<file path="config.mk">
export PLATFORM = sky130hd
export DESIGN_NAME = hebb_trainer
export DESIGN_NICKNAME = d
export VERILOG_FILES = /design/src/rtl/hopfield_pkg.sv /design/src/rtl/hebb_term_sum.sv /design/src/rtl/hebb_trainer.sv
export SDC_FILE = /design/constraint.sdc
export NUM_CORES = 1
export LEC_CHECK = 0
export ABC_CLOCK_PERIOD_IN_PS = 13300
export CAP_MARGIN = 10
export CORE_UTILIZATION = 35
export DETAILED_ROUTE_END_ITERATION = 10
export PLACE_DENSITY_LB_ADDON = 0.08
export SETUP_SLACK_MARGIN = 0.4
export SYNTH_ARGS = -nofsm -noshare
export SYNTH_HDL_FRONTEND = slang
export SYNTH_SLANG_ARGS = --single-unit
export TNS_END_PERCENT = 1
</file>
<file path="constraint.sdc">
create_clock -name clk -period 13.3 [get_ports clk]
set_clock_uncertainty 0.05 [all_clocks]
set_input_delay 2.66 -clock clk [delete_from_list [all_inputs] [get_ports clk]]
set_output_delay 2.66 -clock clk [all_outputs]
set_load 0.02 [all_outputs]
</file>
<file path="src/rtl/hopfield_pkg.sv">
// hopfield_pkg: shared sizes, types, FSM states and reference 5x5 letter patterns.
// Pattern bit r*5+c is row r, column c; each row literal below reads column 4..0.
package hopfield_pkg;
    localparam int N = 25;
    localparam int WW = 4;
    localparam int ADDR_W = 10;
    typedef logic signed [WW-1:0] weight_t;
    typedef enum logic [1:0] {IDLE, RUN, DONE} state_t;
    localparam logic [N-1:0] PAT_D = {5'b01111, 5'b10001, 5'b10001, 5'b10001, 5'b01111};
    localparam logic [N-1:0] PAT_C = {5'b11110, 5'b00001, 5'b00001, 5'b00001, 5'b11110};
    localparam logic [N-1:0] PAT_J = {5'b00110, 5'b01001, 5'b01000, 5'b01000, 5'b11111};
    localparam logic [N-1:0] PAT_M = {5'b10001, 5'b10001, 5'b10101, 5'b11011, 5'b10001};
endpackage

</file>
<file path="src/rtl/hebb_term_sum.sv">
// hebb_term_sum: signed Hebbian sum over enabled slots of +1 (bits agree) / -1 (bits differ).
module hebb_term_sum #(
    parameter int NPAT = 5,
    parameter int WW = 4
) (
    input  logic [NPAT-1:0] bk,
    input  logic [NPAT-1:0] bm,
    input  logic [NPAT-1:0] en,
    output logic signed [WW-1:0] w
);
    always_comb begin
        w = '0;
        for (int p = 0; p < NPAT; p++)
            if (en[p]) w = (bk[p] == bm[p]) ? w + WW'(1) : w - WW'(1);
    end
endmodule

</file>
<file path="src/rtl/hebb_trainer.sv">
// hebb_trainer: latches training patterns on start and streams the N x N Hebbian
// weight matrix into the recall-stage RAM, one row-major entry per clock.
module hebb_trainer #(
    parameter int N = 25,
    parameter int NPAT = 5,
    parameter int WW = 4,
    parameter int ZERO_DIAG = 0
) (
    input  logic                          clk,
    input  logic                          rst,
    input  logic                          start,
    input  logic [NPAT*N-1:0]             pats,
    input  logic [NPAT-1:0]               pat_en,
    output logic                          busy,
    output logic                          done,
    output logic                          w_we,
    output logic [hopfield_pkg::ADDR_W-1:0] w_addr,
    output logic [WW-1:0]                 w_data
);
    import hopfield_pkg::*;

    localparam int KW = $clog2(N);
    localparam int LAST = N * N - 1;

    if (NPAT > 2 ** (WW - 1) - 1) begin : g_range_chk
        $error("hebb_trainer: NPAT does not fit the signed weight width");
    end

    state_t state, nxt;
    logic [KW-1:0] k, m;
    logic [ADDR_W-1:0] addr;
    logic [NPAT*N-1:0] pats_q;
    logic [NPAT-1:0] en_q, bk, bm;
    logic signed [WW-1:0] term;
    logic last, m_wrap;

    always_comb begin
        bk = '0;
        bm = '0;
        for (int p = 0; p < NPAT; p++) begin
            bk[p] = pats_q[p*N + int'(k)];
            bm[p] = pats_q[p*N + int'(m)];
        end
    end

    hebb_term_sum #(.NPAT(NPAT), .WW(WW)) u_sum (
        .bk(bk),
        .bm(bm),
        .en(en_q),
        .w (term)
    );

    assign last = addr == ADDR_W'(LAST);
    assign m_wrap = m == KW'(N - 1);

    always_comb begin
        nxt = state == IDLE ? (start ? RUN : IDLE) :
              state == RUN  ? (last ? DONE : RUN) : IDLE;
    end

    assign busy = state == RUN;
    assign w_we = busy;
    assign done = state == DONE;
    assign w_addr = addr;
    // Data is forced to zero outside RUN so idle/reset outputs stay clean.
    assign w_data = (!busy || (ZERO_DIAG != 0 && k == m)) ? '0 : term;

    always_ff @(posedge clk) begin
        if (!rst) begin
            state <= IDLE;
            k <= '0;
            m <= '0;
            addr <= '0;
            pats_q <= '0;
            en_q <= '0;
        end else begin
            state <= nxt;
            if (state == IDLE && start) begin
                pats_q <= pats;
                en_q <= pat_en;
                k <= '0;
                m <= '0;
                addr <= '0;
            end else if (busy) begin
                m <= m_wrap ? '0 : m + 1'b1;
                k <= last ? '0 : m_wrap ? k + 1'b1 : k;
                addr <= last ? '0 : addr + 1'b1;
            end
        end
    end
endmodule

</file>
==> results.md, run 1 <==
- EDFF count, synth: 0
- Outcome: complete, no violations
- Synthesized Nets: 1380
- Xor/xnor share of the synthesized area: 2.98%
- CP Capture Type: output port
- Post-CTS Setup Bufs: 0
- CP arrival: 8.41 ns
- Number of global-route vias before repair: 10200
- Fill cell count: 3624
- Post-synthesis sequential area ratio: 23.5%
- Diode count: 0
- Clk_lat worst skew: 0.45 ns
- Crit path buf inv count: 3
- Die H: 194 um
- R2R Setup Slk: 10.23 ns
- Layout net count: 1451
- Mapped Cells: 1216
- Largest net degree at the start of global routing: 77
- TNS Setup: 0 ns
- Main synth FF type: dfxtp_1
- Largest stage delay, worst path: 1.06 ns
- Overall routing resource usage: 21.4%
- Die Wd: 194 um
- Initial antenna violation count: 0
- GP Congestion: 0.838
- Crit path required time: 10.59 ns
- Crit-path cells: inv_2, ha_1, mux4_2, mux4_2, mux2_2, nor2_1, a21oi_1, xor2_1, fa_1, a22o_1, inv_1, fa_1, nand2_1, o21ai_1, fa_1, mux2i_1, ha_1, a21o_1, a21oi_1, xnor3_1, a21oi_1, a21o_1, clkdlybuf4s50_1
- CP max FO: 42
- Hold WS: 0.458 ns
- Number of gates resized after CTS: 0
- Top cells by count, synth: nand2_1, mux4_2, dfxtp_1, a21boi_0, clkbuf_1
- Distinct cells, synth: 56
- Final Hold Fails: 0
- Max Slew Vio Count: 0
- Max H-tree Level: 4
- VDD IR-drop max: 0.0839 mV
- Pwr dens: 83.0 nW/um^2
- Tcrit/Tclk final: 83.6%
- Share of cells above drive strength 1: 21.9%
- Post-synthesis mux area share: 42.2%
- Vias per cell: 5.90
- DIE AREA: 37700 um^2
- Pleak: 5.21 nW
- Worst-margin pin slew: 1.12 ns
- Via count: 10400
- Critical path's top delay family: adder cells
- Most frequent cell after synthesis: nand2_1
- First-pass GRT wire length: 62000 um
- Yosys top cell area share: 37.3%
- CORE AREA: 36400 um^2
- CTS Buf Count: 17
- Hold WC Path Type: reg -> reg
- I/O Buffers: 149
- P&R area growth vs syn: 17.3%
- Max_cap viols: 0
- Yosys reg bits: 152
- Fmax achieved: 0.0900 GHz
- Post-Route WL: 39500 um
- Drc violations: 0
- Post-synthesis compound-gate area fraction: 11.7%
- Wire per inst: 22.4 um
- Synth warnings: 0
- Largest family of logic cells by synthesized area: multiplexers
- Synth Area in Adders: 3.29%
- Initial Utilization: 35.5%
- RSZ-0062 raised after global routing: no
- Min Tclk post-route: 11.12 ns
- Clock slew at reported path FFs: 0.07 ns
- Critical path type: reg -> out
- Clk root buf: clkbuf_16
- CTS tree: built
- DRT antenna net count: 0
- Startpoint Class: register
- Top post-synthesis cells by area: mux4_2, dfxtp_1, nand2_1
- Rows: 70
- Synth Cell Area: 12900 um^2
- Final setup violation count: 0
- IO Pins: 150
- Sink Count: 152
- Fraction of registers with async set/reset: 0%
- Router iterations before antenna repair: 5
- Post-synth top area cell: mux4_2
- Overflow after GRT: 0
- DP HPWL: 27600 um
- Iter 0 DRT Violations: 762
- Syn_area_per_cell: 10.6 um^2
- Slew headroom: 25.2%
- CTS hold repair buffers: 0
- CTS Buffer Depth: 2
- CP max-delay cell: ha_1
- Simple logic cell fraction of the synthesized area: 11.4%
==> sequential cells by signal, summed over array words and instances (netlist names) <==
| name | count |
|---|---|
| w_addr | 10 |
| en_q | 5 |
| m | 5 |
| state | 2 |
| k | 5 |
| pats_q | 125 |
==> per-layer routing <==
layer / part of all wire (%) / global-route usage [%] / vias up
met5: 0 / 0 / -
met4: 1.4 / 4.79 / 0
met3: 7.1 / 4.56 / 33
met2: 47 / 33.5 / 406
met1: 45 / 30.3 / 5282
li1: - / - / 4714
==> logic make-up after synthesis <==
logic type / Yosys count
muxes: 275
buffers and inverters: 137
DFF: 152
adders and majority gates: 31
AOI/OAI and AO/OA: 215
xor gates and xnor gates: 39
and+or+nand+nor: 367
==> where the power goes <==
| group | leakage [nW] | internal (mW) | switching [mW] |
|---|---|---|---|
| Combinational | 3.70 | 0.147 | 0.107 |
| Sequential | 1.25 | 0.480 | 0.0546 |
| Clock | 0.256 | 0.261 | 0.208 |
==> worst min-delay path, cell delays in order, from the launching register on <==
cell      delay (ns)
dfxtp_1         0.34
nand2_1         0.06
a21boi_0        0.07
==> placed cells by master (no fill, tap or decap), types with 4 or more instances in the layout <==
cell type          n
nor3_1             7
inv_1             23
clkbuf_16         17
a21boi_0         131
mux2i_1           45
mux2_2            15
clkdlybuf4s50_1  148
a21oi_1           39
fa_1               5
clkinvlp_4         5
nand2_1          288
a221oi_1           4
a21o_1             5
dfxtp_1          148
xnor2_1           18
nand3_1           12
ha_1              26
mux4_2           214
buf_4             13
xor2_1            15
nor2_1            32
and3_1             9
o21ai_0           10
==> area by class of cell <==
type / instances / area, um^2 / area share, %
multi-input cells: 927 / 9290 / 61.3
flip-flops and latches: 152 / 3050 / 20.1
repair buffers: 162 / 1580 / 10.4
well taps: 468 / 586 / 3.86
clock buffers: 21 / 450 / 2.97
inverters: 27 / 101 / 0.669
clock inverters: 11 / 97.6 / 0.644
==> final timing paths <==
check | from | endpoint | depth (start not counted)
setup / recovery | m[0] | w_data[3] | 23
hold / removal | pats_q[70] | pats_q[70] | 2
setup reg to reg | m[0] | m[1] | 5
hold reg to reg | pats_q[70] | pats_q[70] | 2
==> metrics by stage <==
step	total power [mW]	setup WS (ns)	area, um^2	instances	utilization, %
after floorplan	0.697	2.95	12900	1216	-
after global placement	0.797	2.68	14600	1736	40.1
after detailed placement	0.799	2.59	14600	1736	40.1
after CTS	1.27	2.08	15200	1768	41.6
after global routing	1.32	1.60	15200	1768	41.6
final	1.26	2.18	15200	1768	41.6
Note: power is estimated with default switching activity, not from simulation.
==> inputs of run 2 (changes only) <==
--- a/config.mk
+++ b/config.mk
@@ -5,7 +5,7 @@
 export SDC_FILE = /design/constraint.sdc
 export NUM_CORES = 1
 export LEC_CHECK = 0
-export ABC_CLOCK_PERIOD_IN_PS = 13300
+export ABC_CLOCK_PERIOD_IN_PS = 11500
 export CAP_MARGIN = 10
 export CORE_UTILIZATION = 35
 export DETAILED_ROUTE_END_ITERATION = 10
==> constraint.sdc (replaced) <==
create_clock -name clk -period 11.5 [get_ports clk]
set_clock_uncertainty 0.05 [all_clocks]
set_input_delay 2.3 -clock clk [delete_from_list [all_inputs] [get_ports clk]]
set_output_delay 2.3 -clock clk [all_outputs]
set_load 0.02 [all_outputs]
==> results.md, run 2 (synthesized netlist as in run 1, its figures left out) <==
- DRT antenna net count: 0 (unchanged)
- Crit path required time: 9.15 ns (-1.44 ns)
- Final setup violation count: 0 (unchanged)
- IO Pins: 150 (unchanged)
- Core Util, Final: 41.8% (+0.19 points)
- Die Wd: 194 um (unchanged)
- Pleak: 5.25 nW (+0.90%)
- Share of cells above drive strength 1: 22.5% (+0.55 points)
- CTS Buf Count: 17 (unchanged)
- Clock slew at reported path FFs: 0.07 ns (about the same)
- Most frequent cells in the layout: nand2_1, mux4_2, dfxtp_1, clkdlybuf4s50_1, a21boi_0
- Largest net degree at the start of global routing: 92 (+19%)
- Initial Utilization: 35.5% (unchanged)
- Max reg flops: 125 (unchanged)
- Critical path type: reg -> out
- Layout net count: 1455 (+0.28%)
- Vias per cell: 5.89 (-0.25%)
- CTS Buffer Depth: 2 (unchanged)
- Max H-tree Level: 4 (unchanged)
- Final instance count without filler cells: 1772 (+0.23%)
- Post-Route WL: 39800 um (+0.63%)
- Outcome: complete, no violations
- Max Slew Vio Count: 0 (unchanged)
- Startpoint Class: register
- Overall routing resource usage: 21.7% (+0.28 points)
- CP max FO: 46 (+9.5%)
- Final WS setup: 1.07 ns (-1.12 ns)
- Wire per inst: 22.4 um (+0.40%)
- First-pass GRT wire length: 62800 um (+1.3%)
- Clk root buf: clkbuf_16
- Die H: 194 um (unchanged)
- Slew headroom: 19.1% (-6.2 points)
- VDD IR-drop max: 0.0835 mV (-0.46%)
- Clk_lat worst skew: 0.46 ns (about the same)
- Largest stage delay, worst path: 0.87 ns (-0.19 ns)
- CP arrival: 8.08 ns (-0.33 ns)
- Sink Count: 152 (unchanged)
- Hold WC Path Type: reg -> reg
- Iter 0 DRT Violations: 929 (+22%)
- CTS hold repair buffers: 0 (unchanged)
- Commonest non-fill, non-tap cell in the layout: nand2_1
- Placed Cells incl. Taps: 1740 (+0.23%)
- Drc violations: 0 (unchanged)
- R2R Setup Slk: 8.75 ns (-1.48 ns)
- Crit path buf inv count: 3 (unchanged)
- Router iterations before antenna repair: 5 (unchanged)
- GP Congestion: 0.869 (+3.7%)
- Diode count: 0 (unchanged)
- CTS tree: built
- Pwr dens: 96.8 nW/um^2 (+17%)
- Overflow after GRT: 0 (unchanged)
- Tcrit/Tclk final: 90.7%
- Pre-CTS setup slack: 1.25 ns (-1.34 ns)
- Max_cap viols: 0 (unchanged)
- Fmax achieved: 0.0959 GHz
- Critical path's top delay family: adder cells
- RSZ-0062 raised after global routing: no
- Initial antenna violation count: 1 (+1)
- Final Hold Fails: 0 (unchanged)
- I/O Buffers: 149 (unchanged)
- Number of global-route vias before repair: 10300 (+1.2%)
- Crit-path cells: inv_2, ha_2, mux4_2, mux4_2, mux2_2, nor2_1, a21oi_1, xor2_1, fa_1, a22o_1, inv_1, fa_1, nand2_1, o21ai_1, fa_1, mux2i_1, ha_1, a21o_1, a21oi_1, xnor3_1, a21oi_1, a21o_1, clkdlybuf4s50_1
- DIE AREA: 37700 um^2 (unchanged)
- Rows: 70 (unchanged)
- Fill cell count: 3625 (+0.028%)
- CP Capture Type: output port
- P&R area growth vs syn: 17.8%
- DP HPWL: 28100 um (+1.7%)
- CP max-delay cell: dfxtp_4
- Via count: 10400 (-0.029%)
- TNS Setup: 0 ns (unchanged)
- Register with the most flip-flops: pats_q
- Worst-margin pin slew: 1.21 ns (+0.0925 ns)
- CORE AREA: 36400 um^2 (unchanged)
- Min Tclk post-route: 10.43 ns
run 2: changes by cell type in the layout (fill, tap and decap cells not counted), sizes merged:
| cell | delta |
|---|---|
| clkinv | +3 |
| buf | +4 |
| clkbuf | -1 |
| clkinvlp | -3 |
| inv | +1 |
run 2: worst min-delay path, delay by kind of cell, from the launching register on:
kind | cells | cell delay (ns)
DFF | 1 | 0.34
and+or+nand+nor | 1 | 0.06
AOI/OAI and AO/OA | 1 | 0.06
run 2: layout make-up:
class | instances | area, um^2 | area share (%)
clock buffers | 20 | 467 | 3.07
clock inverters | 12 | 116 | 0.764
inverters | 27 | 101 | 0.666
multi-input cells | 927 | 9290 | 61.0
flip-flops and latches | 152 | 3050 | 20.1
well taps | 468 | 586 | 3.85
repair buffers | 166 | 1610 | 10.6
run 2: timing repair:
action,4_1_cts,5_1_grt
endpoints found under the setup margin,0,2
resized for setup,0,1
buffers inserted,0,0
run 2: final timing paths:
kind / end / cells after the start / start
hold / removal: pats_q[93] / 2 / pats_q[93]
hold reg to reg: pats_q[93] / 2 / pats_q[93]
setup / recovery: w_data[3] / 23 / m[0]
setup reg to reg: m[1] / 5 / m[0]
run 2: per-layer routing:
| metal | vias up | share of wire [%] | wire [um] | GRT usage, % |
|---|---|---|---|---|
| met5 | - | 0.033 | 13 | 0 |
| met4 | 2 | 2.2 | 856 | 6.61 |
| met3 | 55 | 7.4 | 2960 | 4.61 |
| met2 | 459 | 46 | 18100 | 32.9 |
| met1 | 5187 | 45 | 17800 | 30.9 |
| li1 | 4729 | - | - | - |
run 2: stage by stage:
stage               hold slack (ns)  instance area [um^2]  total power, mW
floorplan                     0.420                 12900            0.806
global placement              0.447                 14600            0.922
detailed placement            0.459                 14600            0.925
CTS                           0.468                 15200             1.49
global route                  0.510                 15200             1.55
finish                        0.468                 15200             1.47
run 2: power by group:
group	internal [mW]	leakage [nW]	switching, mW
Clock	0.317	0.283	0.244
Sequential	0.555	1.25	0.0633
Combinational	0.171	3.72	0.123
==> RTL change, RTL diff (flow settings as in run 1) <==
`WW` is set to 4 in 3 places; all go to 5.
--- a/src/rtl/hopfield_pkg.sv
+++ b/src/rtl/hopfield_pkg.sv
@@ -2,7 +2,7 @@
 // Pattern bit r*5+c is row r, column c; each row literal below reads column 4..0.
 package hopfield_pkg;
     localparam int N = 25;
-    localparam int WW = 4;
+    localparam int WW = 5;
     localparam int ADDR_W = 10;
     typedef logic signed [WW-1:0] weight_t;
     typedef enum logic [1:0] {IDLE, RUN, DONE} state_t;
--- a/src/rtl/hebb_term_sum.sv
+++ b/src/rtl/hebb_term_sum.sv
@@ -1,7 +1,7 @@
 // hebb_term_sum: signed Hebbian sum over enabled slots of +1 (bits agree) / -1 (bits differ).
 module hebb_term_sum #(
     parameter int NPAT = 5,
-    parameter int WW = 4
+    parameter int WW = 5
 ) (
     input  logic [NPAT-1:0] bk,
     input  logic [NPAT-1:0] bm,
--- a/src/rtl/hebb_trainer.sv
+++ b/src/rtl/hebb_trainer.sv
@@ -3,7 +3,7 @@
 module hebb_trainer #(
     parameter int N = 25,
     parameter int NPAT = 5,
-    parameter int WW = 4,
+    parameter int WW = 5,
     parameter int ZERO_DIAG = 0
 ) (
     input  logic                          clk,
Interface: changed (resized w_data); port bits go from 150 to 151. No check against the original RTL was run, so the function may have changed too.
==> RTL change against run 1 <==
Count of clock-buffer cells in the layout rose by 1. Synthesized cell count rose by 7.7%. Worst setup slack got worse by 0.77 ns. Clock power rose by 13%. Routed wire length rose by 8.3%. Sequential share of layout area fell by 0.66 points. Synthesized area rose by 4.3%. Sequential cell count did not move. Die area rose by 4.3%. Power rose by 5.6%. Largest cell class unchanged. Final area rose by 3.4%.
==> RTL change: results (changes against run 1) <==
<table>
<tr><th>Metric</th><th>Value</th></tr>
<tr><th colspan="2">Outcome</th></tr>
<tr><td>Outcome</td><td>completed (unchanged)</td></tr>
<tr><th colspan="2">Cells and area</th></tr>
<tr><td>Total of fill cells in the finished design</td><td>3737 (was 3624)</td></tr>
<tr><td>Multi-Input Combinational</td><td>1021 (was 927)</td></tr>
<tr><td>Fraction of final layout cells with drive strength greater than 1</td><td>19.21% (was 21.92%)</td></tr>
<tr><td>Repair and plain buffers</td><td>167 (was 162)</td></tr>
<tr><td>Non-clock buffer contribution to total cell area</td><td>10.36% (was 10.45%)</td></tr>
<tr><td># nets final</td><td>1549 (was 1451)</td></tr>
<tr><td>Total of clock buffers placed in the layout</td><td>22 (was 21)</td></tr>
<tr><td>Footprint of the multi-input gates</td><td>9638 sq um (was 9286 sq um)</td></tr>
<tr><th colspan="2">Place</th></tr>
<tr><td>Number of buffers inserted by port buffering</td><td>150 (was 149)</td></tr>
<tr><td>Post-placement cell count</td><td>1874 (was 1736)</td></tr>
<tr><td>Last weighted congestion value of the routability-driven placer</td><td>0.8616 (was 0.8383)</td></tr>
<tr><td>Detailed Place HPWL</td><td>31050 um (was 27650 um)</td></tr>
<tr><th colspan="2">Setup path</th></tr>
<tr><td>Delay of the slowest critical-path stage</td><td>1.01 ns (was 1.06 ns)</td></tr>
<tr><td>Signal arrival time at the worst endpoint</td><td>9.17 ns (was 8.41 ns)</td></tr>
<tr><td>Highest fanout seen on the critical path</td><td>48 (was 42)</td></tr>
<tr><th colspan="2">Global route</th></tr>
<tr><td>Pin count of the biggest net entering global routing</td><td>74 (was 77)</td></tr>
<tr><td>Global-route wire length before repair</td><td>66590 um (was 62000 um)</td></tr>
<tr><td>Global routing met3 resource utilization</td><td>4.480% (was 4.557%)</td></tr>
<tr><td>Total track usage</td><td>22.52% (was 21.41%)</td></tr>
<tr><th colspan="2">Logic synthesis</th></tr>
<tr><td>Sequential-to-total area share from yosys stat</td><td>22.56% (was 23.54%)</td></tr>
<tr><td>Netlist cell types</td><td>82 (was 56)</td></tr>
<tr><td>Synth Instances</td><td>1310 (was 1216)</td></tr>
<tr><th colspan="2">Routing</th></tr>
<tr><td>Detailed route wirelength on metal2</td><td>19850 um (was 18490 um)</td></tr>
<tr><td>Detail Route met3 WL</td><td>2463 um (was 2795 um)</td></tr>
<tr><td>Vias after detailed routing</td><td>11030 (was 10440)</td></tr>
<tr><td>DRT iter0 DRCs</td><td>780 (was 762)</td></tr>
<tr><th colspan="2">STA</th></tr>
<tr><td>Headroom to the max-slew limit</td><td>24.56% (was 25.25%)</td></tr>
<tr><th colspan="2">Pwr</th></tr>
<tr><td>Part of the power in registers</td><td>40.3% (was 42.5%)</td></tr>
<tr><td>Proportion of total power due to net switching</td><td>28.12% (was 29.35%)</td></tr>
<tr><td>Peak VDD IR</td><td>0.09381 mV (was 0.08387 mV)</td></tr>
</table>
-- RTL change: changes by cell type after synthesis, moves of 5 or more --
cell / before / now
sky130_fd_sc_hd__nor2_1: 32 / 38
sky130_fd_sc_hd__buf_2: 18 / 12
sky130_fd_sc_hd__inv_1: 23 / 17
sky130_fd_sc_hd__nand2b_1: 3 / 9
sky130_fd_sc_hd__nand2_1: 289 / 316
sky130_fd_sc_hd__buf_6: 6 / 13
sky130_fd_sc_hd__mux4_2: 214 / 183
sky130_fd_sc_hd__nor3_1: 7 / 16
sky130_fd_sc_hd__buf_12: 0 / 8
sky130_fd_sc_hd__a211oi_1: 0 / 5
sky130_fd_sc_hd__nor2b_1: 3 / 9
sky130_fd_sc_hd__mux4_1: 0 / 11
-- RTL change: kinds of logic after synthesis --
kind of cell / Yosys count / synth area share, %
xor gates and xnor gates: 43 / 3.219
adders and majority gates: 34 / 3.488
muxes: 256 / 37.44
DFF: 152 / 22.56
and+or+nand+nor: 448 / 14.55
buffers and inverters: 137 / 6.066
AOI/OAI and AO/OA: 240 / 12.68
-- RTL change: final timing paths --
check	start	end	slack, ns	depth (start not counted)
worst min-delay path	pats_q[71]	pats_q[71]	0.46	2
worst max-delay path	m[0]	w_data[4]	1.42	29
worst max register to register	m[0]	m[3]	10.29	6
worst min register to register	pats_q[71]	pats_q[71]	0.46	2
-- RTL change: per-stage QoR --
step	setup WS, ns	hold slack (ns)	total power, mW	area (sq um)
2_1_floorplan	2.868	0.4185	0.7070	13490
5_1_grt	0.7821	0.4893	1.393	15680
3_5_place_dp	1.821	0.4507	0.8086	15050
3_3_place_gp	1.917	0.4594	0.8063	15050
4_1_cts	1.308	0.4641	1.346	15680
6_report	1.419	0.4630	1.328	15680
